<file path="config.mk">
export PLATFORM = sky130hd
export DESIGN_NAME = sync_rr_merge8_arbiter
export DESIGN_NICKNAME = d
export VERILOG_FILES = /design/src/rtl/sync_rr_merge8_arbiter.sv
export SDC_FILE = /design/constraint.sdc
export NUM_CORES = 1
export LEC_CHECK = 0
export CORE_AREA = 2 2 123 125
export CTS_CLUSTER_SIZE = 40
export DETAILED_ROUTE_END_ITERATION = 10
export DIE_AREA = 0 0 125 127
export DONT_BUFFER_PORTS = 1
export PLACE_DENSITY = 0.57
export RECOVER_POWER = 50
export REMOVE_ABC_BUFFERS = 1
export SETUP_SLACK_MARGIN = 0.05
export SYNTH_ARGS = -nofsm -noshare
export SYNTH_HDL_FRONTEND = slang
export SYNTH_SLANG_ARGS = --single-unit
</file>
<file path="constraint.sdc">
create_clock -name clk -period 4.8 [get_ports clk]
set_clock_uncertainty 0.05 [all_clocks]
set_input_delay 0.96 -clock clk [delete_from_list [all_inputs] [get_ports clk]]
set_output_delay 0.96 -clock clk [all_outputs]
set_load 0.02 [all_outputs]
</file>
<file path="src/rtl/sync_rr_merge8_arbiter.sv">
// Clocked 8-way round-robin arbiter sharing one downstream drive/free channel.
// Latches drive pulses as pending requests, serves one at a time, and flags watchdog and protocol faults.
module sync_rr_merge8_arbiter #(
    parameter int DATA_WIDTH     = 32,
    parameter int TIMEOUT_CYCLES = 1024
) (
    input  logic                    clk,
    input  logic                    rstn,
    input  logic [7:0]              i_drive,
    input  logic [8*DATA_WIDTH-1:0] i_data,
    output logic [7:0]              o_free,
    output logic                    o_driveNext,
    output logic [DATA_WIDTH-1:0]   o_data,
    input  logic                    i_freeNext,
    output logic [7:0]              o_grant,
    output logic                    o_busy,
    output logic                    o_timeout,
    output logic                    o_protoErr
);

    localparam int CNT_W = (TIMEOUT_CYCLES > 0) ? $clog2(TIMEOUT_CYCLES + 1) : 1;
    localparam logic [CNT_W-1:0] CNT_MAX = CNT_W'(TIMEOUT_CYCLES);
    localparam logic [CNT_W-1:0] CNT_ONE = CNT_W'(1);

    typedef enum logic [1:0] {
        ST_IDLE  = 2'd0,
        ST_ISSUE = 2'd1,
        ST_WAIT  = 2'd2
    } state_e;

    state_e                state_q, state_d;
    logic [7:0]            pend_q, pend_d;
    logic [2:0]            ptr_q, ptr_d;
    logic [2:0]            gidx_q, gidx_d;
    logic [7:0]            grant_q, grant_d;
    logic [DATA_WIDTH-1:0] data_q, data_d;
    logic                  drive_next_q, drive_next_d;
    logic [7:0]            free_q, free_d;
    logic                  busy_q, busy_d;
    logic [CNT_W-1:0]      cnt_q, cnt_d;
    logic                  timeout_q, timeout_d;
    logic                  proto_err_q, proto_err_d;

    logic [DATA_WIDTH-1:0] lane_s [8];
    logic [3:0]            pick_s;
    logic [7:0]            pend_clr_s;
    logic [CNT_W-1:0]      cnt_inc_s;

    for (genvar k = 0; k < 8; k++) begin : g_lane
        assign lane_s[k] = i_data[k*DATA_WIDTH +: DATA_WIDTH];
    end

    // Returns {found, index} of the first set request bit at or after ptr, wrapping mod 8.
    function automatic logic [3:0] rr_pick(input logic [7:0] req, input logic [2:0] ptr);
        logic [3:0] res;
        logic [2:0] idx;
        res = 4'd0;
        for (int i = 7; i >= 0; i--) begin
            idx = ptr + i[2:0];
            if (req[idx]) begin
                res = {1'b1, idx};
            end else begin
                res = res;
            end
        end
        return res;
    endfunction

    // Next-state, pending bookkeeping, watchdog and error flag computation.
    always_comb begin
        state_d      = state_q;
        ptr_d        = ptr_q;
        gidx_d       = gidx_q;
        grant_d      = grant_q;
        data_d       = data_q;
        drive_next_d = 1'b0;
        free_d       = 8'd0;
        cnt_d        = cnt_q;
        timeout_d    = timeout_q;
        pend_clr_s   = 8'd0;
        pick_s       = rr_pick(pend_q, ptr_q);
        cnt_inc_s    = (cnt_q == CNT_MAX) ? cnt_q : cnt_q + CNT_ONE;

        case (state_q)
            ST_IDLE: begin
                if (pick_s[3]) begin
                    gidx_d       = pick_s[2:0];
                    grant_d      = 8'd1 << pick_s[2:0];
                    data_d       = lane_s[pick_s[2:0]];
                    drive_next_d = 1'b1;
                    state_d      = ST_ISSUE;
                end else begin
                    state_d = ST_IDLE;
                end
            end
            ST_ISSUE: begin
                state_d = ST_WAIT;
            end
            ST_WAIT: begin
                if (i_freeNext) begin
                    free_d     = 8'd1 << gidx_q;
                    pend_clr_s = 8'd1 << gidx_q;
                    ptr_d      = gidx_q + 3'd1;
                    grant_d    = 8'd0;
                    cnt_d      = {CNT_W{1'b0}};
                    state_d    = ST_IDLE;
                end else if (TIMEOUT_CYCLES != 0) begin
                    // Saturating count; the flag latches the first time the limit is reached.
                    cnt_d     = cnt_inc_s;
                    timeout_d = timeout_q | (cnt_inc_s == CNT_MAX);
                end else begin
                    cnt_d = cnt_q;
                end
            end
            default: begin
                state_d = ST_IDLE;
                grant_d = 8'd0;
            end
        endcase

        // A drive landing on the edge that frees the same requester counts as a fresh request.
        pend_d      = (pend_q & ~pend_clr_s) | i_drive;
        proto_err_d = proto_err_q
                    | (|(i_drive & pend_q & ~pend_clr_s))
                    | (i_freeNext && (state_q != ST_WAIT));
        busy_d      = (state_d != ST_IDLE);
    end

    // State and output registers.
    always_ff @(posedge clk or negedge rstn) begin
        if (!rstn) begin
            state_q      <= ST_IDLE;
            pend_q       <= 8'd0;
            ptr_q        <= 3'd0;
            gidx_q       <= 3'd0;
            grant_q      <= 8'd0;
            data_q       <= {DATA_WIDTH{1'b0}};
            drive_next_q <= 1'b0;
            free_q       <= 8'd0;
            busy_q       <= 1'b0;
            cnt_q        <= {CNT_W{1'b0}};
            timeout_q    <= 1'b0;
            proto_err_q  <= 1'b0;
        end else begin
            state_q      <= state_d;
            pend_q       <= pend_d;
            ptr_q        <= ptr_d;
            gidx_q       <= gidx_d;
            grant_q      <= grant_d;
            data_q       <= data_d;
            drive_next_q <= drive_next_d;
            free_q       <= free_d;
            busy_q       <= busy_d;
            cnt_q        <= cnt_d;
            timeout_q    <= timeout_d;
            proto_err_q  <= proto_err_d;
        end
    end

    assign o_free      = free_q;
    assign o_driveNext = drive_next_q;
    assign o_data      = data_q;
    assign o_grant     = grant_q;
    assign o_busy      = busy_q;
    assign o_timeout   = timeout_q;
    assign o_protoErr  = proto_err_q;

endmodule

</file>
==> reports/results.md, run 1 <==
## Outcome
- **result of the run** complete, no violations

## Finish
- **fraction of final layout cells with drive strength greater than 1** 13.97%
- **top library cells by usage in the layout, fill and taps aside** mux2i_1 (91), dfrtp_1 (79), nand2_1 (65)
- **number of nets in the layout** 853
- **most common cell after layout, fill and taps aside** mux2i_1
- **Area growth, synth to finish** 5.056%
- **total area of multi-input combinational cells** 4035 sq um
- **storage element area** 1977 sq um
- **final-layout fill cell count** 1,365

## Setup path
- **crit path from** ptr_q[1]
- **kind of end point of the critical path** flop
- **endpoint required time on the critical path** 4940 ps
- **destination of the critical timing path** o_data[22]
- **Max Fanout on Critical Path** 42
- **WP data arrival** 4490 ps
- **number of cells on the worst reg-to-reg path** 12
- **Worst Path Class, Setup** reg -> reg
- **element type at the critical path start** flop
- **worst reg2reg endpoint** o_data[22]
- **launching point of the worst reg2reg path** ptr_q[1]
- **setup slack on the worst flop-to-flop path** 450 ps

## Synthesis
- **share of flip-flops with an asynchronous set or reset** 100.0%
- **post-synthesis instance area** 6385 sq um
- **number of enable flip-flop cells after synthesis** 0
- **flip-flop cell with the highest count after synthesis** dfrtp_1
- **total of warnings raised by yosys** 0
- **share of the yosys chip area belonging to registers** 30.96%
- **average cell area after synthesis** 10.61 sq um
- **count of state elements after synthesis** 79
- **Netlist cell types** 60
- **synthesized instance count** 602

## Drt
- **Antenna Nets Post-Route** 0
- **Avg Vias per Cell** 6.476
- **routed wire length** 19,500 um
- **drt first-iter violations** 388
- **post-detailed-route DRC marker count** 0
- **number of iterations in the first detailed-routing pass** 6
- **average detailed-routed wire length per instance** 25.35 um
- **routed vias** 4,980

## GRT
- **Total GRT Usage** 23.92%
- **largest net degree at the start of global routing** 80
- **first-pass GRT wire length** 29,010 um
- **initial antenna violation count** 8
- **via count of the first global-routing pass** 4,825
- **grt total ovfl** 0

## Timing
- **Final Setup Violations** 0
- **least setup slack across all paths after layout** 451.1 ps
- **minimum clock period** 4349 ps
- **slew at the pin closest to its max-slew limit** 966.8 ps
- **highest clock rate** 229.9 MHz
- **setup repair after global routing missed its margin** false
- **final cycle utilization of the critical path** 90.60%
- **final hold violation count** 0
- **max-slew violation count** 0
- **worst slew margin relative to its limit** 35.31%

## Power
- **total power of the final layout** 5.109 mW
- **worst vdd rail ir drop** 0.3110 mV
- **Static Leakage** 2.918 nW
- **ratio of total power to cell area** 761.7 nW/um^2

## Placement
- **estimated wirelength of the detail-placed design** 15,130 um
- **worst setup slack after placement** 469.5 ps
- **final estimated routing congestion in global placement** 0.9322
- **IO Port Bufs** 0

## Clock network
- **TritonCTS clock tree** done
- **Clock Sink Count** 79
- **# resized after CTS** 0
- **hold_buf cts** 0
- **total number of H-tree levels** 3
- **clock latency on the worst-skew pair** 350 ps
- **buffers from clock root to sink, at most** 2
- **Root Buffer Master** clkbuf_16
- **Post-CTS Repair Setup Buffers** 0
- **clk slew on worst S/H paths** 60 ps
- **CTS buffer count** 9

## Die
- **initial core utilization** 44.27%
- **Die Y** 127 um
- **number of placement rows** 44
- **I/O Pins** 319
- **die area** 15,880 sq um
- **die span in x** 125 um
- **placeable core region** 14,420 sq um

## Flow run
- **Maximum Capacitance Violations** 0

## Worst hold path
- **worst min-delay path class** in -> async

cells in the mapped netlist (all sizes together) (2+ instances only):
master   count  area share, %
a32o         7            1.1
o31ai        2           0.24
a31oi        4           0.39
clkbuf      20            1.2
a211o        2           0.27
nand3       16            1.3
o21a         2           0.24
o21ai       25            2.0
nor2        20            1.2
o21bai       2           0.24
dfrtp       79             31
nand2b       4           0.39
nand4        3           0.29
and3         5           0.49
mux2i       91             14
buf         24            3.4
a221o       14            2.2
o211ai      19            2.2
mux4        40             15
nand2       65            3.8
o22ai        4           0.39
nor3        13            1.0
a21o         9            1.1
xnor2        6           0.94
a22oi        5           0.59
mux2        27            4.8
and2        20            2.0
or2          3           0.29
a211oi       2           0.24
a21oi       15            1.4
ha          10            2.0
a2111oi      2           0.37
inv         26            1.5
cells by family (layout without fill, tap and decap cells):
group                      Yosys count  count (layout)  synth area share [%]
AOI/OAI and AO/OA                  124             124                 14.34
other                                0               5                     0
adders and majority gates           10              10                 1.960
muxes                              158             158                 34.20
xor gates and xnor gates             6               6                0.9407
DFF                                 79              79                 30.96
and+or+nand+nor                    155             155                 11.44
buffers and inverters               70              48                 6.153
worst max-delay path, cell delays in order (launching register included):
cell      delay, ps
dfrtp_1         340
inv_1           110
ha_1            600
mux2_2          400
or2_2           300
o221a_2         310
o2111a_1        170
nor3_1          230
a221o_4         470
buf_4           590
mux4_2          410
nand2_1         110
o211ai_1         90
how the worst min path moves through the flow:
stage	end	slack (ps)	startpoint	depth (start not counted)
5_1_grt	o_data[27]	240	rstn	0
4_1_cts	o_data[21]	240	rstn	0
3_3_place_gp	cnt_q[10]	500	cnt_q[10]	2
6_report	o_data[4]	260	rstn	0
2_1_floorplan	ptr_q[0]	440	gidx_q[0]	1
3_5_place_dp	cnt_q[10]	530	cnt_q[10]	2
final cells by class:
cell class                      instances  share of cell area [%]
Antenna cell                            5                  0.1865
Tap cell                              184                   3.432
Inverter                               26                   1.455
Multi-Input combinational cell        453                   60.16
Timing Repair Buffer                    7                   1.157
Sequential cell                        79                   29.47
Clock buffer                           15                   4.141
registers in the layout, indices dropped and copies added (netlist names):
register     count
o_timeout        1
o_grant          8
o_data          32
o_free           8
o_driveNext      1
pend_q           8
cnt_q           11
ptr_q            3
gidx_q           3
o_busy           1
state_q          2
o_protoErr       1
where the power goes:
group	leakage (nW)	internal, mW	switching, mW	total [mW]
combinational	1.84	1.49	1.53	3.02
clock	0.136	0.391	0.264	0.654
sequential	0.942	0.926	0.509	1.43
per-stage QoR:
step / hold WS (ps) / utilization, % / setup TNS [ps] / instances / instance area (sq um)
6_report: 258.7 / 46.50 / 0 / 769 / 6708
5_1_grt: 242.4 / 46.49 / 0 / 768 / 6705
4_1_cts: 243.7 / 46.42 / 0 / 764 / 6695
3_5_place_dp: 527.4 / 44.49 / 0 / 749 / 6417
3_3_place_gp: 504.2 / 44.49 / 0 / 749 / 6417
2_1_floorplan: 441.8 / - / -75300 / 558 / 6090
per-layer routing:
metal,share of wire (%),GRT usage (%),vias up
met5,0.28,0,-
met4,2.0,7.451,8
met3,9.0,9.296,31
met2,50,39.07,229
met1,39,29.46,2464
li1,-,-,2248
Power figures use the tool's default switching activity.
==> inputs of run 2 (changes only) <==
--- a/config.mk
+++ b/config.mk
@@ -10,7 +10,6 @@
 export DETAILED_ROUTE_END_ITERATION = 10
 export DIE_AREA = 0 0 125 127
 export DONT_BUFFER_PORTS = 1
-export PLACE_DENSITY = 0.57
 export RECOVER_POWER = 50
 export REMOVE_ABC_BUFFERS = 1
 export SETUP_SLACK_MARGIN = 0.05
==> reports/results.md, run 2 (synthesized netlist as in run 1, its figures left out) <==
## Setup path
- **Max Fanout on Critical Path** 42, unchanged
- **WP data arrival** 4540 ps, +50 ps
- **slowest stage cell, crit path** ha_1
- **launching point of the worst reg2reg path** ptr_q[1]
- **number of cells on the worst reg-to-reg path** 12, unchanged
- **setup slack on the worst flop-to-flop path** 440 ps, about the same
- **kind of end point of the critical path** flop
- **endpoint required time on the critical path** 4990 ps, +50 ps
- **critical-path cell list** inv_1, ha_1, mux2_2, or2_2, o221a_2, o2111a_1, nor3_1, a221o_4, buf_4, mux4_1, and2_1, a221o_1
- **Worst Path Class, Setup** reg -> reg
- **worst reg2reg endpoint** o_data[2]
- **delay of the slowest cell on the worst path** 590 ps, about the same
- **element type at the critical path start** flop

## Finish
- **Area growth, synth to finish** 5.957%
- **most common cell after layout, fill and taps aside** mux2i_1
- **number of nets in the layout** 853, unchanged
- **final design utilization** 46.90%, +0.40 points
- **max reg flops** 32, unchanged
- **top library cells by usage in the layout, fill and taps aside** mux2i_1 (91), dfrtp_1 (79), nand2_1 (65)
- **fraction of final layout cells with drive strength greater than 1** 14.63%, +0.66 points

## Clock network
- **total number of H-tree levels** 3, unchanged
- **hold_buf cts** 0, unchanged
- **clock latency on the worst-skew pair** 350 ps, about the same
- **Post-CTS Repair Setup Buffers** 0, unchanged
- **Clock Sink Count** 79, unchanged
- **# resized after CTS** 0, unchanged
- **buffers from clock root to sink, at most** 2, unchanged
- **Root Buffer Master** clkbuf_16
- **CTS buffer count** 9, unchanged
- **clk slew on worst S/H paths** 70 ps, about the same
- **TritonCTS clock tree** done

## Timing
- **final cycle utilization of the critical path** 90.81%, +0.21 points
- **setup TNS** 0 ps, unchanged
- **setup repair after global routing missed its margin** false
- **worst slew margin relative to its limit** 42.50%, +7.2 points
- **minimum clock period** 4359 ps, +10.22 ps
- **Final Setup Violations** 0, unchanged
- **final hold violation count** 0, unchanged
- **max-slew violation count** 0, unchanged
- **highest clock rate** 229.4 MHz, -0.23%
- **final worst hold slack** 253.9 ps, -4.829 ps
- **least setup slack across all paths after layout** 440.9 ps, -10.22 ps
- **slew at the pin closest to its max-slew limit** 860.4 ps, -106.3 ps

## Die
- **I/O Pins** 319, unchanged
- **die span in x** 125 um, unchanged
- **die area** 15,880 sq um, unchanged
- **number of placement rows** 44, unchanged
- **initial core utilization** 44.27%, unchanged
- **Die Y** 127 um, unchanged
- **placeable core region** 14,420 sq um, unchanged

## Drt
- **routed wire length on met2** 9450 um, -2.3%
- **drt first-iter violations** 342, -12%
- **routed vias** 4,974, -0.12%
- **total met3 wirelength after detailed routing** 1515 um, -13%
- **number of iterations in the first detailed-routing pass** 5, -1
- **post-detailed-route DRC marker count** 0, unchanged
- **Avg Vias per Cell** 6.485, +0.14%
- **average detailed-routed wire length per instance** 25.16 um, -0.76%
- **Antenna Nets Post-Route** 0, unchanged
- **routed wire length** 19,300 um, -1.0%
- **DR top layer** met5
- **total routed wire length on the met1 layer** 8064 um, +5.6%

## Power
- **internal power of the cells** 2.922 mW, +4.1%
- **total power of the final layout** 5.262 mW, +3.0%
- **sequential power share** 27.3%, -0.8 points
- **net switching component of the power** 2.340 mW, +1.6%
- **proportion of total power due to net switching** 44.47%, -0.60 points
- **Static Leakage** 2.951 nW, +1.1%
- **worst vdd rail ir drop** 0.3939 mV, +27%
- **ratio of total power to cell area** 777.8 nW/um^2, +2.1%
- **clock network fraction of total power** 15.5%, +2.7 points
- **share of power burned in combinational logic** 57.2%, -1.9 points

## GRT
- **grt total ovfl** 0, unchanged
- **first-pass GRT wire length** 28,590 um, -1.5%
- **largest net degree at the start of global routing** 80, unchanged
- **initial antenna violation count** 5, -3
- **Total GRT Usage** 23.49%, -0.44 points
- **via count of the first global-routing pass** 4,716, -2.3%

## Flow run
- **Maximum Capacitance Violations** 0, unchanged

## Outcome
- **result of the run** complete, no violations

## Placement
- **final estimated routing congestion in global placement** 0.8976, -3.7%
- **worst setup slack after placement** 470.2 ps, +0.6860 ps
- **estimated wirelength of the detail-placed design** 14,920 um, -1.4%
- **IO Port Bufs** 0, unchanged

## Worst hold path
- **worst min-delay path class** in -> async

==> run 2: cell types whose count changed in the layout (fill, tap and decap cells not counted), moves of 2 or more <==
cell	before	now
clkbuf_8	3	1
clkinv_4	0	2
bufinv_16	0	3
clkbuf_1	3	0
diode_2	5	2
==> run 2: per-layer routing <==
layer | GRT usage [%] | up-vias
met2 | 37.28 | 220
met1 | 31.05 | 2486
met4 | 6.601 | 4
met3 | 7.705 | 17
li1 | - | 2247
met5 | 0 | -
==> run 2: final cells by class <==
cell class / instances / area [sq um]
clock inverters: 6 / 116.4
clock buffers: 10 / 239.0
flip-flops and latches: 79 / 1977
repair buffers: 7 / 65.06
well taps: 184 / 230.2
diodes: 2 / 5.005
inverters: 26 / 97.59
multi-input cells: 453 / 4035
fillers: 1358 / 7659
==> run 2: power groups by stage <==
stage          Sequential (mW)  Clock, mW  Combinational, mW
2_1_floorplan             1.35          0               2.54
3_3_place_gp              1.44          0               2.92
3_5_place_dp              1.44          0               3.02
4_1_cts                   1.43      0.836               3.02
5_1_grt                   1.46      0.860               3.29
6_report                  1.44      0.816               3.01
==> run 2: worst max-delay path by stage <==
stage	from	endpoint	slack (ps)	depth (start not counted)
global route	ptr_q[1]	o_data[31]	240	12
finish	ptr_q[1]	o_data[2]	440	12
floorplan	ptr_q[0]	o_data[10]	-2010	11
detailed placement	ptr_q[1]	o_data[2]	470	12
global placement	ptr_q[1]	o_data[30]	590	12
CTS	ptr_q[1]	o_data[31]	460	12
==> run 2: stage by stage <==
| step | cell area (sq um) | instances |
|---|---|---|
| finish | 6765 | 767 |
| global route | 6763 | 766 |
| CTS | 6760 | 765 |
| detailed placement | 6405 | 749 |
| global placement | 6405 | 749 |
| floorplan | 6090 | 558 |
==> run 2: worst max-delay path: cells and delay by family (launching register included) <==
| family | cells | cell delay [ps] |
|---|---|---|
| muxes | 2 | 780 |
| and+or+nand+nor | 3 | 700 |
| AOI/OAI and AO/OA | 4 | 1090 |
| buffers and inverters | 2 | 670 |
| adders and majority gates | 1 | 590 |
| DFF | 1 | 340 |
